**src/rtl/slot_pkg.sv**
```systemverilog
// Shared types for the slot machine reel judge.
package slot_pkg;

    localparam int unsigned NUM_REELS = 3;

    typedef enum logic [1:0] {
        IDLE  = 2'd0,
        SPIN  = 2'd1,
        JUDGE = 2'd2,
        SHOW  = 2'd3
    } state_t;

    typedef enum logic [1:0] {
        NONE    = 2'd0,
        PAIR    = 2'd1,
        TRIPLE  = 2'd2,
        JACKPOT = 2'd3
    } res_t;

endpackage

```
**src/rtl/slot_reel_latch.sv**
```systemverilog
// One reel's enable flop and latched symbol. Accept wins over arm.
module slot_reel_latch #(
    parameter int unsigned CW = 3
) (
    input  logic          clock,
    input  logic          reset,
    input  logic          arm,
    input  logic          accept,
    input  logic [CW-1:0] count,
    output logic          en,
    output logic [CW-1:0] sym
);

    // Enable set at game start, cleared with a symbol capture on stop
    always_ff @(posedge clock) begin
        if (reset) begin
            en  <= 1'b0;
            sym <= '0;
        end else if (accept) begin
            en  <= 1'b0;
            sym <= count;
        end else if (arm) begin
            en  <= 1'b1;
        end
    end

endmodule

```
**src/rtl/slot_reel_judge.sv**
```systemverilog
// Slot machine reel judge: runs the three reel counters, latches the
// stopped symbols and scores the combination.
// Optional feature: define SLOT_AUTO_STOP_EN to force-stop reels one per
// cycle (lowest index first) once the spin has lasted AUTO_STOP_CYCLES.
module slot_reel_judge
    import slot_pkg::*;
#(
    parameter int unsigned CW               = 3,
    parameter int unsigned MIN_SPIN         = 16,
    parameter int unsigned JACKPOT_SYM      = 7,
    parameter int unsigned AUTO_STOP_CYCLES = 255
) (
    input  logic                 clock,
    input  logic                 reset,
    input  logic                 start,
    input  logic [NUM_REELS-1:0] stop_btn,
    input  logic [CW-1:0]        count0,
    input  logic [CW-1:0]        count1,
    input  logic [CW-1:0]        count2,
    output logic [NUM_REELS-1:0] reel_en,
    output logic [CW-1:0]        sym0,
    output logic [CW-1:0]        sym1,
    output logic [CW-1:0]        sym2,
    output logic                 busy,
    output logic                 result_valid,
    output res_t                 result
);

    localparam int unsigned SPAN = (MIN_SPIN > AUTO_STOP_CYCLES) ? MIN_SPIN : AUTO_STOP_CYCLES;
    localparam int unsigned SCW  = $clog2(SPAN + 1);

    state_t                 state;
    state_t                 state_n;
    logic [SCW-1:0]         spin_cnt;
    logic [NUM_REELS-1:0]   arm;
    logic [NUM_REELS-1:0]   accept;
    logic                   stops_open;
    res_t                   judged;
`ifdef SLOT_AUTO_STOP_EN
    logic [NUM_REELS-1:0]   force_stop;
`endif

    // Per-reel enable and symbol storage
    slot_reel_latch #(.CW(CW)) u_reel0 (
        .clock(clock), .reset(reset), .arm(arm[0]), .accept(accept[0]),
        .count(count0), .en(reel_en[0]), .sym(sym0)
    );
    slot_reel_latch #(.CW(CW)) u_reel1 (
        .clock(clock), .reset(reset), .arm(arm[1]), .accept(accept[1]),
        .count(count1), .en(reel_en[1]), .sym(sym1)
    );
    slot_reel_latch #(.CW(CW)) u_reel2 (
        .clock(clock), .reset(reset), .arm(arm[2]), .accept(accept[2]),
        .count(count2), .en(reel_en[2]), .sym(sym2)
    );

    // State register
    always_ff @(posedge clock) begin
        if (reset) begin
            state <= IDLE;
        end else begin
            state <= state_n;
        end
    end

    // Next state, reel arming and stop acceptance
    always_comb begin
        state_n    = state;
        arm        = '0;
        accept     = '0;
        stops_open = (spin_cnt >= SCW'(MIN_SPIN));
`ifdef SLOT_AUTO_STOP_EN
        force_stop = '0;
`endif
        case (state)
            IDLE, SHOW: begin
                if (start) begin
                    state_n = SPIN;
                    arm     = '1;
                end
            end
            SPIN: begin
                accept = reel_en & stop_btn & {NUM_REELS{stops_open}};
`ifdef SLOT_AUTO_STOP_EN
                // Isolate the lowest running reel
                force_stop = reel_en & (~reel_en + NUM_REELS'(1));
                if (spin_cnt >= SCW'(AUTO_STOP_CYCLES)) begin
                    accept = accept | force_stop;
                end
`endif
                if ((reel_en & ~accept) == '0) begin
                    state_n = JUDGE;
                end
            end
            JUDGE: begin
                state_n = SHOW;
            end
            default: begin
                state_n = IDLE;
            end
        endcase
    end

    // Spin duration counter, cleared on game start, saturating
    always_ff @(posedge clock) begin
        if (reset) begin
            spin_cnt <= '0;
        end else if ((state == IDLE || state == SHOW) && start) begin
            spin_cnt <= '0;
        end else if (state == SPIN && spin_cnt != '1) begin
            spin_cnt <= spin_cnt + SCW'(1);
        end
    end

    // Score the latched symbols (full-width equality)
    always_comb begin
        judged = NONE;
        if (sym0 == sym1 && sym1 == sym2) begin
            judged = (sym0 == CW'(JACKPOT_SYM)) ? JACKPOT : TRIPLE;
        end else if (sym0 == sym1 || sym1 == sym2 || sym0 == sym2) begin
            judged = PAIR;
        end
    end

    // Registered status and result outputs
    always_ff @(posedge clock) begin
        if (reset) begin
            busy         <= 1'b0;
            result_valid <= 1'b0;
            result       <= NONE;
        end else begin
            busy         <= (state_n == SPIN) || (state_n == JUDGE);
            result_valid <= (state_n == SHOW);
            if (state == JUDGE) begin
                result <= judged;
            end else if (state_n == SPIN) begin
                result <= NONE;
            end
        end
    end

endmodule

```
**config.mk**
```make
export PLATFORM = sky130hd
export DESIGN_NAME = slot_reel_judge
export DESIGN_NICKNAME = d
export VERILOG_FILES = /design/src/rtl/slot_pkg.sv /design/src/rtl/slot_reel_latch.sv /design/src/rtl/slot_reel_judge.sv
export SDC_FILE = /design/constraint.sdc
export NUM_CORES = 1
export LEC_CHECK = 0
export ABC_AREA = 1
export CAP_MARGIN = 25
export CELL_PAD_IN_SITES_DETAIL_PLACEMENT = 1
export CELL_PAD_IN_SITES_GLOBAL_PLACEMENT = 1
export CORE_MARGIN = 1.5
export CORE_UTILIZATION = 37
export DETAILED_ROUTE_END_ITERATION = 8
export PLACE_DENSITY_LB_ADDON = 0.25
export SLEW_MARGIN = 40
export SYNTH_ARGS = -nofsm -noshare
export SYNTH_HDL_FRONTEND = slang
export SYNTH_SLANG_ARGS = --single-unit
```
**constraint.sdc**
```tcl
create_clock -name clock -period 3.11 [get_ports clock]
set_input_delay 0.4665 -clock clock [delete_from_list [all_inputs] [get_ports clock]]
set_output_delay 0.4665 -clock clock [all_outputs]
set_load 0.05 [all_outputs]
```
==> impl_results.md, run 1 <==
* Main synth FF type: dfxtp_1
* DP HPWL at 2773 um
* Via count at 1236
* Postcts setup bufs at 0
* CP Capture Type: output pin
* Mapped Area at 1295 sq um
* GPL Wtd Cong at 0.8420
* Mapped Avg Cell Area at 7.400 sq um
* Final ANT Viol Nets at 0
* Count leader, synth: inv_1
* Layout Area Growth over Synthesis at 29.66%
* TritonRoute pass-1 iters at 4
* Top delay family on crit path: buffers and inverters
* Global route total overflow at 0
* Post-cts hold buffer count at 0
* Number of synthesized flops with an enable pin at 0
* First-pass GRT wire length at 5706 um
* Die H at 62.16 um
* Clock transition at path regs at 0.14 ns
* Leak pwr at 0.0006655 uW
* Startpoint Class: register
* Yosys reg bits at 26
* Final wirelength at 3394 um
* Cells after DPL at 247
* Sw Share at 39.66%
* Die W at 62.16 um
* Post-synth top cells: inv_1, dfxtp_1, nand2_1, nand3_1, a21oi_1
* Endpoints failing setup at 0
* DRC errors left at 0
* Required @ worst endpoint at 2.64 ns
* Seq/Total Area, Yosys at 40.19%
* Worst skew pair latency at 0.32 ns
* Unrepaired setup endpoints after global routing: no
* Gr usage total at 18.51%
* Minimum clock period at 2.117 ns
* Initial Utilization at 38.81%
* CTS buffer count at 3
* PortBufs at 30
* Crit path buf inv count at 1
* Slowest library cell on the worst path: clkdlybuf4s50_1
* IO Pins at 31
* VDD IR-drop max at 0.3100 mV
* Async set-reset flop share out of synthesis at 0%
* Share of the synthesized area in the top cell type at 40.19%
* Filler cell count at 436
* Max_slew headroom at 65.68%
* Reg area at 520.5 sq um
* Post-Layout Cell Count at 251
* CTS tree: done
* H-tree depth at 1
* HP Class: reg2reg
* Setup Skew at 0.002320 ns
* Initial antenna violation count at 0
* Internal Power at 659.9 uW
* Footprint of the multi-input gates at 624.3 sq um
* Final net count at 226
* DIE AREA at 3864 sq um
* Maximum number of pins on one net before global-route repair at 16
* Setup CP Type: reg2out
* Peak per-stage delay on the critical path at 0.86 ns
* Share of cells above drive strength 1 at 5.854%
* Fmax at 472.4 MHz
* Crit-path cells: clkdlybuf4s50_1
* Diode count at 0
* Drt wl/cell at 13.52 um
* Synth area leader: dfxtp_1
* Resized cells post-CTS at 0
* Synth Warn # at 0
* Synth cell types at 22
* CTS Buffer Depth at 2
* Row cnt at 21
* Clock share of power at 21.4%
* Critical Path Fanout Max at 5
* Most area-consuming cells after synthesis: dfxtp_1, inv_1, nand2_1
* Max cap viols at 0
* Comb pwr share at 41.3%
* Setup tns final at 0 ns
* Vias in the first global route at 1279
* DR iter-0 viols at 31
* Worst slew pin tran at 0.5132 ns
* Gate Count Post-Synth at 175
* Clock Sinks at 26
* Hold Fails Final Rpt at 0
* Post-route clock period utilization at 68.07%
* Status: finished clean
* Worst Path Arrival at 1.65 ns
* Core area at 3337 sq um
* Clk root buf: clkbuf_4
* Vias per cell at 4.924
* Net Count, Synth at 195
* Slew Limit Fails at 0
* P_sw at 433.8 uW
* PwrDens at 651.4 nW/um^2
* Flop pwr share at 37.3%
-- cells by family (layout without fill, tap and decap cells) --
kind of cell | count (synthesis) | after routing | share of synthesized area, %
simple gates | 60 | 60 | 21.35
compound gates | 37 | 37 | 15.27
buf+inv | 37 | 67 | 11.59
fa+ha+maj | 5 | 5 | 4.831
xor+xnor | 10 | 10 | 6.764
flops | 26 | 26 | 40.19
-- flip-flops by register name, summed over array words and instances, names as in the netlist --
| register | cells |
|---|---|
| busy | 1 |
| result | 2 |
| result_valid | 1 |
| spin_cnt | 8 |
| state | 2 |
| u_reel0.en | 1 |
| u_reel0.sym | 3 |
| u_reel1.en | 1 |
| u_reel1.sym | 3 |
| u_reel2.en | 1 |
| u_reel2.sym | 3 |
-- path summary, 6_finish.rpt --
path / from / endpoint / slack [ns] / depth (start not counted)
max: u_reel0.sym[1]$_SDFFE_PP0P_ / sym0[1] / 0.99 / 1
max reg2reg: state[0]$_SDFF_PP0_ / result[1]$_SDFFE_PP0P_ / 1.40 / 9
min reg2reg: result[0]$_SDFFE_PP0P_ / result[0]$_SDFFE_PP0P_ / 0.51 / 2
min: result[0]$_SDFFE_PP0P_ / result[0]$_SDFFE_PP0P_ / 0.51 / 2
-- cell type report --
type	count	share of cell area (%)
Clock buffer	3	1.341
Clock inverter	1	1.788
Inverter	33	7.377
Multi-Input combinational cell	112	37.18
Sequential cell	26	31.00
Tap cell	46	3.428
Timing Repair Buffer	30	17.88
-- power by group through the flow --
stage	sequential (uW)	clock, uW	combinational [uW]
3_5_place_dp	417	0	450
3_3_place_gp	412	0	427
6_report	408	234	452
4_1_cts	409	244	457
2_1_floorplan	452	0	281
5_1_grt	413	262	503
-- cells in the final DEF (no fill, tap or decap), types with 2 or more instances in the layout --
cell type | synthesis | final
nor3_1 | 2 | 2
nand2_2 | 3 | 3
o211ai_1 | 3 | 3
clkdlybuf4s50_1 | 0 | 30
nand2_1 | 26 | 26
xnor2_1 | 9 | 9
nor2_1 | 7 | 7
a21oi_1 | 17 | 17
inv_1 | 32 | 32
o21ai_0 | 15 | 15
clkbuf_4 | 0 | 3
dfxtp_1 | 26 | 26
nand3_1 | 18 | 18
ha_1 | 5 | 5
-- stage by stage --
| stage | power, uW | setup WS, ns | cell area, sq um | hold slack (ns) | util [%] |
|---|---|---|---|---|---|
| detailed placement | 866.5 | 1.011 | 1627 | 0.4824 | 48.74 |
| CTS | 1109 | 0.9683 | 1679 | 0.5126 | 50.32 |
| floorplan | 733.7 | 1.639 | 1295 | 0.4542 | - |
| global route | 1178 | 0.9106 | 1679 | 0.5326 | 50.32 |
| global placement | 838.8 | 1.065 | 1627 | 0.4788 | 48.74 |
| finish | 1094 | 0.9930 | 1679 | 0.5068 | 50.32 |
-- routing by layer --
| layer | share of wire (%) | vias to the layer above | GRT usage (%) |
|---|---|---|---|
| met3 | 2.9 | 8 | 3.080 |
| met2 | 53 | 24 | 35.46 |
| met4 | 2.2 | 0 | 8.889 |
| li1 | - | 616 | - |
| met5 | 0 | - | 0 |
| met1 | 42 | 588 | 19.46 |
No activity file was read; power rests on OpenSTA's default activity.
==> inputs of run 2 (changes only) <==
--- a/config.mk
+++ b/config.mk
@@ -10,7 +10,7 @@
 export CELL_PAD_IN_SITES_DETAIL_PLACEMENT = 1
 export CELL_PAD_IN_SITES_GLOBAL_PLACEMENT = 1
 export CORE_MARGIN = 1.5
-export CORE_UTILIZATION = 37
+export CORE_UTILIZATION = 34
 export DETAILED_ROUTE_END_ITERATION = 8
 export PLACE_DENSITY_LB_ADDON = 0.25
 export SLEW_MARGIN = 40
==> constraint.sdc (replaced) <==
create_clock -name clock -period 2.1 [get_ports clock]
set_input_delay 0.315 -clock clock [delete_from_list [all_inputs] [get_ports clock]]
set_output_delay 0.315 -clock clock [all_outputs]
set_load 0.05 [all_outputs]
==> impl_results.md, run 2 (synthesis gave the netlist of run 1 again) <==
* Slew Limit Fails at 0
* Max_slew headroom at 64.35%
* Vias per cell at 4.816
* H-tree depth at 1
* Drt wl/cell at 13.80 um
* Biggest register: spin_cnt
* Crit path buf inv count at 1
* DP HPWL at 2735 um
* Peak per-stage delay on the critical path at 0.88 ns
* Post-route clock period utilization at 91.99%
* CTS Buffer Depth at 2
* Commonest non-fill, non-tap cell in the layout: inv_1
* Max cap viols at 0
* Setup tns final at 0 ns
* Leak pwr at 0.0006757 uW
* Reg2Reg Setup Slack at 0.43 ns
* PwrDens at 951.5 nW/um^2
* Internal Power at 959.2 uW
* Worst skew pair latency at 0.28 ns
* CTS tree: done
* Unrepaired setup endpoints after global routing: no
* Minimum clock period at 1.932 ns
* Hold Fails Final Rpt at 0
* R2r endpoint: result[1]$_SDFFE_PP0P_
* Status: finished clean
* Critical Path Fanout Max at 4
* P_sw at 657.5 uW
* Final ANT Viol Nets at 0
* Gr usage total at 19.15%
* Startpoint Class: register
* Crit path from: u_reel1.sym[0]$_SDFFE_PP0P_
* Cells after DPL at 251
* Setup CP Type: reg2out
* IO Pins at 31
* Setup Skew at 0.001816 ns
* DRC errors left at 0
* Sw Share at 40.67%
* First-pass GRT wire length at 6258 um
* Initial Utilization at 35.37%
* Layout Area Growth over Synthesis at 31.21%
* Comb pwr share at 41.7%
* Clock transition at path regs at 0.09 ns
* Reg2Reg Launch Point: spin_cnt[4]$_SDFFE_PP0P_
* Endpoints failing setup at 0
* Required @ worst endpoint at 1.78 ns
* Core area at 3661 sq um
* Fmax at 517.6 MHz
* HP Class: reg2reg
* Via count at 1228
* Row cnt at 22
* Worst slew pin tran at 0.5330 ns
* Final wirelength at 3519 um
* Post-Layout Cell Count at 255
* Share of cells above drive strength 1 at 6.763%
* PortBufs at 30
* Post-cts hold buffer count at 0
* Worst Path Arrival at 1.62 ns
* DIE AREA at 4188 sq um
* Top delay family on crit path: buffers and inverters
* Initial antenna violation count at 0
* Maximum number of pins on one net before global-route repair at 15
* GPL Wtd Cong at 0.7796
* Flop pwr share at 37.3%
* R2R depth at 13
* Clock Sinks at 26
* Postcts setup bufs at 0
* Die H at 64.72 um
* Diode count at 0
* Die W at 64.72 um
* Resized cells post-CTS at 0
* VDD IR-drop max at 0.4595 mV
* Critical Path End: sym1[0]
* Global route total overflow at 0
* Clock share of power at 21.0%
* Most frequent cells in the layout: inv_1, clkdlybuf4s50_1, nand2_1, dfxtp_1, nand3_1
* WP depth at 1
* Worst hold path depth at 2
* DR iter-0 viols at 12
* TritonRoute pass-1 iters at 4
* Max reg flops at 8
* Crit-path cells: clkdlybuf4s50_1
* Final net count at 228
* Clk root buf: clkbuf_8
* Slowest library cell on the worst path: clkdlybuf4s50_1
* CTS buffer count at 3
* CP Capture Type: output pin
* Vias in the first global route at 1327
-- run 2: cell type report --
type | instances | area, sq um
multi-input combinational | 112 | 624.3
clock buffer | 4 | 55.05
inverter | 33 | 123.9
tap | 48 | 60.06
timing repair buffer | 32 | 315.3
sequential | 26 | 520.5
fill | 462 | 1962
-- run 2: how the worst min path moves through the flow --
stage                                         from                       end  slack, ns
after floorplan                              reset           busy$_SDFF_PP0_       0.38
after global placement      result[1]$_SDFFE_PP0P_    result[1]$_SDFFE_PP0P_       0.47
after detailed placement    result[1]$_SDFFE_PP0P_    result[1]$_SDFFE_PP0P_       0.48
after CTS                   result[1]$_SDFFE_PP0P_    result[1]$_SDFFE_PP0P_       0.50
after global routing      spin_cnt[0]$_SDFFE_PP0P_  spin_cnt[0]$_SDFFE_PP0P_       0.53
final                       result[1]$_SDFFE_PP0P_    result[1]$_SDFFE_PP0P_       0.50
-- run 2: per-stage QoR --
stage / utilization [%] / cell area, sq um / setup WS [ns] / hold WS (ns) / total power (uW)
2_1_floorplan: - / 1295 / 0.6478 / 0.3817 / 1087
3_3_place_gp: 44.91 / 1644 / 0.2281 / 0.4734 / 1244
3_5_place_dp: 44.91 / 1644 / 0.1506 / 0.4841 / 1281
4_1_cts: 46.41 / 1699 / 0.1751 / 0.5001 / 1630
5_1_grt: 46.41 / 1699 / 0.1310 / 0.5337 / 1734
6_report: 46.41 / 1699 / 0.1681 / 0.4982 / 1617
-- run 2: worst min-delay path: stages (launching register included) --
cell and delay (ns):
dfxtp_1 0.32, nand3_1 0.07, a21oi_1 0.06
-- run 2: layer usage --
metal  share of wire [%]  up-vias  GRT usage (%)
li1                    -      619              -
met1                  46      579          24.84
met2                  50       24          33.12
met3                 2.8        6          2.083
met4                 1.8        0          6.117
met5                   0        -              0
-- run 2: power groups by stage --
stage          Sequential (uW)  Clock, uW  Combinational, uW
3_5_place_dp               615          0                666
2_1_floorplan              670          0                417
3_3_place_gp               609          0                635
4_1_cts                    604        347                679
6_report                   604        339                674
5_1_grt                    615        371                749
